===== config.mk =====
export PLATFORM = sky130hd
export DESIGN_NAME = pwm_mc_shadowed
export DESIGN_NICKNAME = d
export VERILOG_FILES = /design/src/rtl/pwm_mc_pkg.sv /design/src/rtl/pwm_mc_channel.sv /design/src/rtl/pwm_mc_shadowed.sv
export SDC_FILE = /design/constraint.sdc
export NUM_CORES = 1
export LEC_CHECK = 0
export BUFFER_PORTS_ARGS = -buffer_cell sky130_fd_sc_hd__buf_2
export CORE_UTILIZATION = 64
export DETAILED_ROUTE_END_ITERATION = 8
export PLACE_DENSITY = 0.81
export SLEW_MARGIN = 10
export SYNTH_ARGS = -nofsm -noshare
export SYNTH_HDL_FRONTEND = slang
export SYNTH_HIERARCHICAL = 1
export SYNTH_SLANG_ARGS = --single-unit

===== constraint.sdc =====
create_clock -name clk -period 3.6 [get_ports clk]
set_clock_uncertainty 0.05 [all_clocks]
set_input_delay 0.18 -clock clk [delete_from_list [all_inputs] [get_ports clk]]
set_output_delay 0.18 -clock clk [all_outputs]
set_load 0.005 [all_outputs]

===== src/rtl/pwm_mc_pkg.sv =====
// Shared types for the shadowed multi-channel PWM: channel mode, channel
// configuration record and the channel-index width helper.
package pwm_mc_pkg;

  localparam int COUNTER_WIDTH = 16;

  typedef enum logic {
    PWM_EDGE   = 1'b0,
    PWM_CENTER = 1'b1
  } pwm_mode_e;

  typedef struct packed {
    logic [COUNTER_WIDTH-1:0] period;
    logic [COUNTER_WIDTH-1:0] duty;
    pwm_mode_e                mode;
    logic                     enable;
  } pwm_ch_cfg_t;

  // A single channel still needs a one-bit index so the port never collapses.
  function automatic int ch_idx_w(input int n);
    if (n > 1) begin
      return $clog2(n);
    end else begin
      return 1;
    end
  endfunction

endpackage


===== src/rtl/pwm_mc_channel.sv =====
// One PWM channel: shadow/active configuration, pending flag, up/down counter,
// boundary detect and registered output. Optional irq port under PWM_IRQ_EN.
module pwm_mc_channel
  import pwm_mc_pkg::*;
#(
  parameter int COUNTER_WIDTH = 16
) (
  input  logic                     clk,
  input  logic                     rst_n,
  input  logic                     wr_en,
  input  logic [COUNTER_WIDTH-1:0] wr_period,
  input  logic [COUNTER_WIDTH-1:0] wr_duty,
  input  logic                     wr_mode,
  input  logic                     wr_enable,
  input  logic                     sync,
  output logic                     pending,
  output logic                     pwm
`ifdef PWM_IRQ_EN
  ,
  output logic                     irq
`endif
);

  localparam logic [COUNTER_WIDTH-1:0] CNT_ZERO = {COUNTER_WIDTH{1'b0}};
  localparam logic [COUNTER_WIDTH-1:0] CNT_ONE  = COUNTER_WIDTH'(1'b1);

  logic [COUNTER_WIDTH-1:0] shd_period_r;
  logic [COUNTER_WIDTH-1:0] shd_duty_r;
  pwm_mode_e                shd_mode_r;
  logic                     shd_enable_r;
  logic [COUNTER_WIDTH-1:0] act_period_r;
  logic [COUNTER_WIDTH-1:0] act_duty_r;
  pwm_mode_e                act_mode_r;
  logic                     act_enable_r;
  logic                     pending_r;
  logic [COUNTER_WIDTH-1:0] cnt_r;
  logic                     dir_down_r;
  logic                     pwm_r;

  logic [COUNTER_WIDTH-1:0] period_m1_s;
  logic                     bnd_s;
  logic                     restart_s;
  logic                     commit_s;
  logic [COUNTER_WIDTH-1:0] cnt_nxt_s;
  logic                     dir_nxt_s;
  logic                     pwm_nxt_s;

  assign period_m1_s = act_period_r - CNT_ONE;
  // A disabled channel, a boundary or a sync all restart the counter; a
  // pending shadow rides along on any of them.
  assign restart_s   = ~act_enable_r | bnd_s | sync;
  assign commit_s    = pending_r & restart_s;
  assign pending     = pending_r;
  assign pwm         = pwm_r;

  // Period boundary of the active configuration (every cycle when period is 0).
  always_comb begin
    bnd_s = 1'b0;
    if (!act_enable_r) begin
      bnd_s = 1'b0;
    end else if (act_period_r == CNT_ZERO) begin
      bnd_s = 1'b1;
    end else begin
      case (act_mode_r)
        PWM_EDGE:   bnd_s = (cnt_r == period_m1_s);
        PWM_CENTER: bnd_s = dir_down_r & (cnt_r == CNT_ZERO);
        default:    bnd_s = 1'b0;
      endcase
    end
  end

  // Counter next state; center mode holds each end value for two cycles.
  always_comb begin
    cnt_nxt_s = cnt_r;
    dir_nxt_s = dir_down_r;
    if (restart_s) begin
      cnt_nxt_s = CNT_ZERO;
      dir_nxt_s = 1'b0;
    end else begin
      case (act_mode_r)
        PWM_EDGE: begin
          cnt_nxt_s = cnt_r + CNT_ONE;
          dir_nxt_s = 1'b0;
        end
        PWM_CENTER: begin
          if (dir_down_r) begin
            cnt_nxt_s = cnt_r - CNT_ONE;
          end else if (cnt_r == period_m1_s) begin
            dir_nxt_s = 1'b1;
          end else begin
            cnt_nxt_s = cnt_r + CNT_ONE;
          end
        end
        default: begin
          cnt_nxt_s = CNT_ZERO;
          dir_nxt_s = 1'b0;
        end
      endcase
    end
  end

  // Output compare; period 0 and disabled force low.
  always_comb begin
    pwm_nxt_s = 1'b0;
    if (act_enable_r && (act_period_r != CNT_ZERO)) begin
      pwm_nxt_s = (cnt_r < act_duty_r);
    end else begin
      pwm_nxt_s = 1'b0;
    end
  end

  // Shadow capture of an accepted write.
  always_ff @(posedge clk or negedge rst_n) begin
    if (!rst_n) begin
      shd_period_r <= CNT_ZERO;
      shd_duty_r   <= CNT_ZERO;
      shd_mode_r   <= PWM_EDGE;
      shd_enable_r <= 1'b0;
    end else if (wr_en) begin
      shd_period_r <= wr_period;
      shd_duty_r   <= wr_duty;
      shd_mode_r   <= pwm_mode_e'(wr_mode);
      shd_enable_r <= wr_enable;
    end
  end

  // Pending flag and shadow-to-active commit.
  always_ff @(posedge clk or negedge rst_n) begin
    if (!rst_n) begin
      pending_r    <= 1'b0;
      act_period_r <= CNT_ZERO;
      act_duty_r   <= CNT_ZERO;
      act_mode_r   <= PWM_EDGE;
      act_enable_r <= 1'b0;
    end else if (commit_s) begin
      pending_r    <= 1'b0;
      act_period_r <= shd_period_r;
      act_duty_r   <= shd_duty_r;
      act_mode_r   <= shd_mode_r;
      act_enable_r <= shd_enable_r;
    end else if (wr_en) begin
      pending_r    <= 1'b1;
    end
  end

  // Counter, direction and output registers.
  always_ff @(posedge clk or negedge rst_n) begin
    if (!rst_n) begin
      cnt_r      <= CNT_ZERO;
      dir_down_r <= 1'b0;
      pwm_r      <= 1'b0;
    end else begin
      cnt_r      <= cnt_nxt_s;
      dir_down_r <= dir_nxt_s;
      pwm_r      <= pwm_nxt_s;
    end
  end

`ifdef PWM_IRQ_EN
  logic irq_r;

  assign irq = irq_r;

  // One-cycle pulse following each natural boundary of an enabled channel.
  always_ff @(posedge clk or negedge rst_n) begin
    if (!rst_n) begin
      irq_r <= 1'b0;
    end else begin
      irq_r <= bnd_s;
    end
  end
`endif

endmodule


===== src/rtl/pwm_mc_shadowed.sv =====
// N-channel shadowed PWM top: config write decode, cfg_ready mux and sync
// fan-out. Define PWM_IRQ_EN to add the per-channel period-end irq_out port.
module pwm_mc_shadowed
  import pwm_mc_pkg::*;
#(
  parameter int NUM_CHANNELS  = 8,
  parameter int COUNTER_WIDTH = 16,
  parameter int CH_IDX_W      = ch_idx_w(NUM_CHANNELS)
) (
  input  logic                     clk,
  input  logic                     rst_n,
  input  logic                     cfg_valid,
  output logic                     cfg_ready,
  input  logic [CH_IDX_W-1:0]      cfg_ch,
  input  logic [COUNTER_WIDTH-1:0] cfg_period,
  input  logic [COUNTER_WIDTH-1:0] cfg_duty,
  input  logic                     cfg_mode,
  input  logic                     cfg_enable,
  input  logic                     sync_in,
  output logic [NUM_CHANNELS-1:0]  pwm_out
`ifdef PWM_IRQ_EN
  ,
  output logic [NUM_CHANNELS-1:0]  irq_out
`endif
);

  localparam int CH_SPAN = 32'd1 << CH_IDX_W;

  logic [NUM_CHANNELS-1:0] pending_s;
  logic [NUM_CHANNELS-1:0] wr_en_s;
  logic [CH_SPAN-1:0]      pend_ext_s;
  logic                    accept_s;

  // Unused channel indices read as never pending, so writes there are
  // accepted and silently dropped.
  always_comb begin
    pend_ext_s                   = {CH_SPAN{1'b0}};
    pend_ext_s[NUM_CHANNELS-1:0] = pending_s;
  end

  assign cfg_ready = ~pend_ext_s[cfg_ch];
  assign accept_s  = cfg_valid & cfg_ready;

  for (genvar g = 0; g < NUM_CHANNELS; g++) begin : g_ch
    assign wr_en_s[g] = accept_s & (cfg_ch == CH_IDX_W'(g));

    pwm_mc_channel #(
      .COUNTER_WIDTH (COUNTER_WIDTH)
    ) u_ch (
      .clk       (clk),
      .rst_n     (rst_n),
      .wr_en     (wr_en_s[g]),
      .wr_period (cfg_period),
      .wr_duty   (cfg_duty),
      .wr_mode   (cfg_mode),
      .wr_enable (cfg_enable),
      .sync      (sync_in),
      .pending   (pending_s[g]),
      .pwm       (pwm_out[g])
`ifdef PWM_IRQ_EN
      ,
      .irq       (irq_out[g])
`endif
    );
  end

endmodule


==> results.toml, run 1 <==
[place]
dp_worst_setup_slack_ps = 47.9
portBuffers = 49
numPlacedInstances = 4223
place_hpwl_um = 66400
place.gp.congestion = 0.941

[grt]
grt_total_ovfl = 0
wire_length_of_the_first_global_routing_pass_um = 161000
antenna_found_initial = 12
met1_usage_pct = 42.5
groute.usage.overall_pct = 33.0
first_global_vias = 29024
maximum_number_of_pins_on_one_net_before_global_route_repair = 110
global_route.usage.met3_pct = 5.28
most_crowded_layer_gr = "met2"
groute.layer.met2.usage_pct = 53.5

[floorplan]
std_cell_rows = 90
core_area_um2 = 60400
initial_utilization_pct = 64.8
vertical_die_dimension_um = 249
design.die.area_um2 = 62100
chipWidth_um = 249
floorplan.io_pins = 50

[route]
antenna_left = 0
route.detailed.wl_per_inst_um = 23.4
avgViaCountPerCell = 6.51
drtPass1Iterations = 6
drcViolationCount = 0
via_count = 28357
wirelength_um = 102000
drt-initial-drc-count = 2367

[critical_path]
worst-endpoint-required_ps = 4030
path_max_fanout = 18
setup.worst_path.class = "reg -> reg"
worstSetupStartpointType = "register"
crit_path_end_kind = "register"
arrival_ps = 3870

[timing]
timing.hold.ws_ps = 128
timing.final.crit_share_pct = 95.6
final-setup-viol-count = 0
finalWorstSetupSlack_ps = 158
maxSlewViolCount = 0
worst_slew_pin_slew_ps = 905
timing.final.hold_violations = 0
fmaxAchievable_ghz = 0.291
min_period_ps = 3440
timing.setup.tns_ps = 0
timing.slew.headroom_pct = 39.7
grt_setup_unrepaired = "no"

[clocking]
max-clock-path-buffers = 3
clkSinkCount = 696
clock-root-buffer = "clkbuf_16"
cts.htree.levels = 3
tritoncts = "done"
numCtsBuffers = 73
worstSkewPairLatency_ps = 620
clk_pin_slew_ps = 60

[synth]
synth_nets = 3666
ys_seq_elements = 696
synth.top_cells.by_count = "dfrtp_1, mux2_2, mux2_4, inv_1, nand2_1"
synthDistinctLibCells = 79
yosys.cell_count.top_type = "dfrtp_1"
async_reset_ff_share_pct = 100
postSynthAreaPerCell_um2 = 11.2
post_synth_inst_count = 3481
synth_largest_area_cell = "dfrtp_1"
post_synth_main_area_contributors = "dfrtp_1, mux2_4, mux2_2"
dominantRegCellSynth = "dfrtp_1"
synth-edff-count = 0
ys.warnings.count = 6
synthDominantCellAreaShare_pct = 44.6
synth.cell_area_um2 = 39100
synth_seq_area_share_pct = 44.6

[hold_path]
hold_path_class = "in -> reg"

[job]
drv.max_cap_violation_count = 0

[finish]
syn_to_final_growth_pct = 10.2
drive_gt1_share_pct = 25.5
antenna_cells_inserted = 0
finish.net_count = 3703
layoutNonFillerInstCount = 4358
fillers = 4022

[pwr]
total_power_mw = 30.5
worst_supply_voltage_drop_on_vdd_v = 0.000527
power_density_cells_nw_per_um2 = 709
leakage_nw = 19.8

[outcome]
status = "complete, no violations"
[worst max-delay path, stage by stage, from the launching register on]
cell and delay, ps:
dfrtp_1 460, nor4_4 580, nand4_1 190, xnor2_1 170, nor4_1 420, o211ai_1 270, o31ai_4 400, nand2_8 200
buf_12 230, mux2_4 320
[report_power, final]
group	switching [mW]	internal (mW)	leakage [nW]	total, mW
combinational	4.47	5.21	9.76	9.68
clock	3.18	4.99	1.29	8.18
sequential	2.51	10.2	8.71	12.7
total	10.2	20.4	19.8	30.5
[per-stage QoR]
step	utilization, %	instance area [um^2]
after detailed placement	66.8	40300
after floorplan	-	39100
after CTS	71.2	43000
after global routing	71.4	43100
after global placement	66.8	40300
final	71.4	43100
[sequential cells by signal (all words and copies together), names as in the netlist]
register                count
g_ch.u_ch/act_duty_r      128
g_ch.u_ch/act_enable_r      8
g_ch.u_ch/act_mode_r        8
g_ch.u_ch/act_period_r    128
g_ch.u_ch/cnt_r           128
g_ch.u_ch/dir_down_r        8
g_ch.u_ch/pending           8
g_ch.u_ch/pwm               8
g_ch.u_ch/shd_duty_r      128
g_ch.u_ch/shd_enable_r      8
g_ch.u_ch/shd_mode_r        8
g_ch.u_ch/shd_period_r    128
[metal layers]
metal / share of wire, % / wire length, um / vias up
met2: 47 / 47900 / 1191
met5: 0.026 / 27 / -
met1: 40 / 40800 / 14223
met3: 7.3 / 7450 / 325
met4: 5.7 / 5760 / 4
li1: - / - / 12614
[area by class of cell]
class | instances | area, um^2 | share of cell area [%]
Multi-Input combinational cell | 2412 | 20200 | 46.9
Sequential cell | 696 | 17400 | 40.4
Clock buffer | 97 | 2100 | 4.87
Timing Repair Buffer | 150 | 1170 | 2.71
Tap cell | 782 | 978 | 2.27
Inverter | 185 | 694 | 1.61
Clock inverter | 36 | 531 | 1.23
[placed cells by master, fill, tap and decap left out, drive strengths merged, types with 50 or more instances in the layout]
cell	netlist	final
xnor2	68	68
dfrtp	696	696
xor2	128	128
nand3	65	65
nor3	90	90
nor4	70	70
nand2b	50	50
nor2	165	165
buf	62	149
o21ai	173	173
or3	54	54
mux2	559	559
clkbuf	126	97
inv	185	191
ha	144	144
nand2	185	185
nand4	65	65
a21oi	69	69
a21o	56	56
[final timing paths]
path | start | endpoint | slack, ps | depth (start not counted)
min | cfg_duty[12] | g_ch[3].u_ch/shd_duty_r[12] | 130 | 2
min reg2reg | g_ch[2].u_ch/shd_duty_r[4] | g_ch[2].u_ch/act_duty_r[4] | 430 | 1
max reg2reg | g_ch[0].u_ch/act_period_r[0] | g_ch[0].u_ch/act_duty_r[10] | 160 | 9
max in group asynchronous | rst_n | g_ch[3].u_ch/act_mode_r | 2150 | 3
min in group asynchronous | rst_n | g_ch[7].u_ch/cnt_r[0] | 180 | 2
max | g_ch[0].u_ch/act_period_r[0] | g_ch[0].u_ch/act_duty_r[10] | 160 | 9
[cell families after synthesis]
group	synth area share (%)
XOR/XNOR	4.39
adder cells (fa/ha/maj)	4.61
AO/OA/AOI/OAI	8.98
flip-flops	44.6
multiplexers	19.0
buffers and inverters	4.11
AND/OR/NAND/NOR	14.4
[timing repair]
item | 4_1_cts | 5_1_grt
buffers inserted | 0 | 1
endpoints found under the hold margin | 89 | 0
hold buffers | 1 | 0
setup endpoints to repair | 0 | 161
resized for setup | 0 | 12
No activity file was read; power rests on OpenSTA's default activity.
==> run 2: changes to the inputs <==
--- a/config.mk
+++ b/config.mk
@@ -9,6 +9,7 @@
 export CORE_UTILIZATION = 64
 export DETAILED_ROUTE_END_ITERATION = 8
 export PLACE_DENSITY = 0.81
+export RECOVER_POWER = 50
 export SLEW_MARGIN = 10
 export SYNTH_ARGS = -nofsm -noshare
 export SYNTH_HDL_FRONTEND = slang
==> results.toml, run 2 (synthesis gave the netlist of run 1 again) <==
[timing]
timing.hold.ws_ps = 127
worst_slew_pin_slew_ps = 2910
timing.setup.tns_ps = 0
grt_setup_unrepaired = "no"
timing.final.crit_share_pct = 96.1
min_period_ps = 3460
final-setup-viol-count = 0
timing.slew.headroom_pct = -93.7
fmaxAchievable_ghz = 0.289
timing.final.hold_violations = 0
maxSlewViolCount = 96

[grt]
first_global_vias = 29024
maximum_number_of_pins_on_one_net_before_global_route_repair = 110
groute.usage.overall_pct = 33.0
grt_total_ovfl = 0
most_crowded_layer_gr = "met2"
met1_usage_pct = 42.5
wire_length_of_the_first_global_routing_pass_um = 161000
groute.layer.met2.usage_pct = 53.5
global_route.usage.met3_pct = 5.28
antenna_found_initial = 12

[clocking]
worstSkewPairLatency_ps = 620
cts.htree.levels = 3
tritoncts = "done"
numCtsBuffers = 73
max-clock-path-buffers = 3
clock-root-buffer = "clkbuf_16"
clk_pin_slew_ps = 60
clkSinkCount = 696

[route]
avgViaCountPerCell = 6.51
route.detailed.wl_per_inst_um = 23.3
drcViolationCount = 0
wirelength_um = 102000
via_count = 28387
drt-initial-drc-count = 2407
drtPass1Iterations = 5
antenna_left = 0

[hold_path]
hold_path_class = "in -> reg"

[finish]
drive_gt1_share_pct = 25.4
finish.net_count = 3703
mostFrequentLayoutCell = "dfrtp_1"
finalInstanceArea_um2 = 43000
final_cell_mix = "dfrtp_1, mux2_2, mux2_4"
syn_to_final_growth_pct = 10.1

[floorplan]
core_area_um2 = 60400
chipWidth_um = 249
initial_utilization_pct = 64.8
floorplan.io_pins = 50
vertical_die_dimension_um = 249
design.die.area_um2 = 62100
std_cell_rows = 90

[critical_path]
cpLargestDelayFamily = "simple AND/OR/NAND/NOR gates"
worstSetupStartpointType = "register"
crit_path_end_kind = "register"
setup.worst_path.class = "reg -> reg"
arrival_ps = 3890
path_max_fanout = 18
ff2ff_setup_slack_ps = 140
worst-endpoint-required_ps = 4030
path_buf_inv = 1
worstPathCellList = "nor4_4 > nand4_1 > xnor2_1 > nor4_1 > o211ai_1 > o31ai_4 > nand2_8 > buf_12 > mux2_4"
critPathMaxStageDelay_ps = 590
crit_path_top_delay_cell = "nor4_4"

[pwr]
worst_supply_voltage_drop_on_vdd_v = 0.000526
leakage_nw = 19.7
power_density_cells_nw_per_um2 = 709
total_power_mw = 30.5

[outcome]
status = "complete, but fails checks"
failed_checks = "capacitance limit, slew limit"

[place]
place.gp.congestion = 0.941
place_hpwl_um = 66400
portBuffers = 49
placed_area_um2 = 40300

[job]
drv.max_cap_violation_count = 1
[run 2: changes by cell type in the layout (fill, tap and decap cells not counted), sizes merged]
cell,previous run,this run
diode,0,2
clkbuf,97,111
buf,149,135
[run 2: layer usage]
metal	share of wire, %	up-vias
li1	-	12615
met1	40	14257
met2	47	1202
met3	7.2	309
met4	5.7	4
met5	0.027	-
[run 2: worst register-to-register path, delay by kind of cell (launching register included)]
kind,cells,cell delay [ps]
AND/OR/NAND/NOR,4,1410
multiplexers,1,320
AO/OA/AOI/OAI,2,680
XOR/XNOR,1,170
buffers and inverters,1,250
flip-flops,1,460
[run 2: area by class of cell]
cell class	count	area (um^2)
Multi-Input combinational cell	2412	20200
Sequential cell	696	17400
Fill cell	4026	17300
Clock buffer	97	2100
Timing Repair Buffer	150	1100
Tap cell	782	978
Inverter	185	694
Clock inverter	36	531
Antenna cell	2	5.00
[run 2: final timing paths]
kind | cells past startpoint | endpoint | from
worst max register to register | 9 | g_ch[0].u_ch/act_duty_r[10] | g_ch[0].u_ch/act_period_r[0]
worst min-delay path | 2 | g_ch[3].u_ch/shd_duty_r[11] | cfg_duty[11]
worst min register to register | 1 | g_ch[2].u_ch/act_duty_r[4] | g_ch[2].u_ch/shd_duty_r[4]
worst max-delay path | 9 | g_ch[0].u_ch/act_duty_r[10] | g_ch[0].u_ch/act_period_r[0]
min in group asynchronous | 2 | g_ch[7].u_ch/cnt_r[0] | rst_n
max in group asynchronous | 4 | g_ch[0].u_ch/cnt_r[15] | rst_n
[run 2: timing repair]
| item | 4_1_cts | 5_1_grt |
|---|---|---|
| setup endpoints to repair | 0 | 161 |
| hold buffers | 1 | 0 |
| gates resized for setup | 0 | 12 |
| hold endpoints to repair | 89 | 0 |
| setup buffers | 0 | 1 |
[run 2: power by group]
group / switching [mW] / total, mW / leakage, nW / internal, mW
sequential: 2.51 / 12.7 / 8.71 / 10.2
clock: 3.18 / 8.17 / 1.29 / 4.99
combinational: 4.47 / 9.67 / 9.72 / 5.20
[run 2: stage by stage]
| step | utilization (%) | instances | setup WS [ps] |
|---|---|---|---|
| 6_report | 71.3 | 4360 | 141 |
| 3_3_place_gp | 66.8 | 4223 | 253 |
| 5_1_grt | 71.3 | 4358 | 7.15 |
| 4_1_cts | 71.2 | 4357 | 54.4 |
| 2_1_floorplan | - | 3481 | 544 |
| 3_5_place_dp | 66.8 | 4223 | 47.9 |
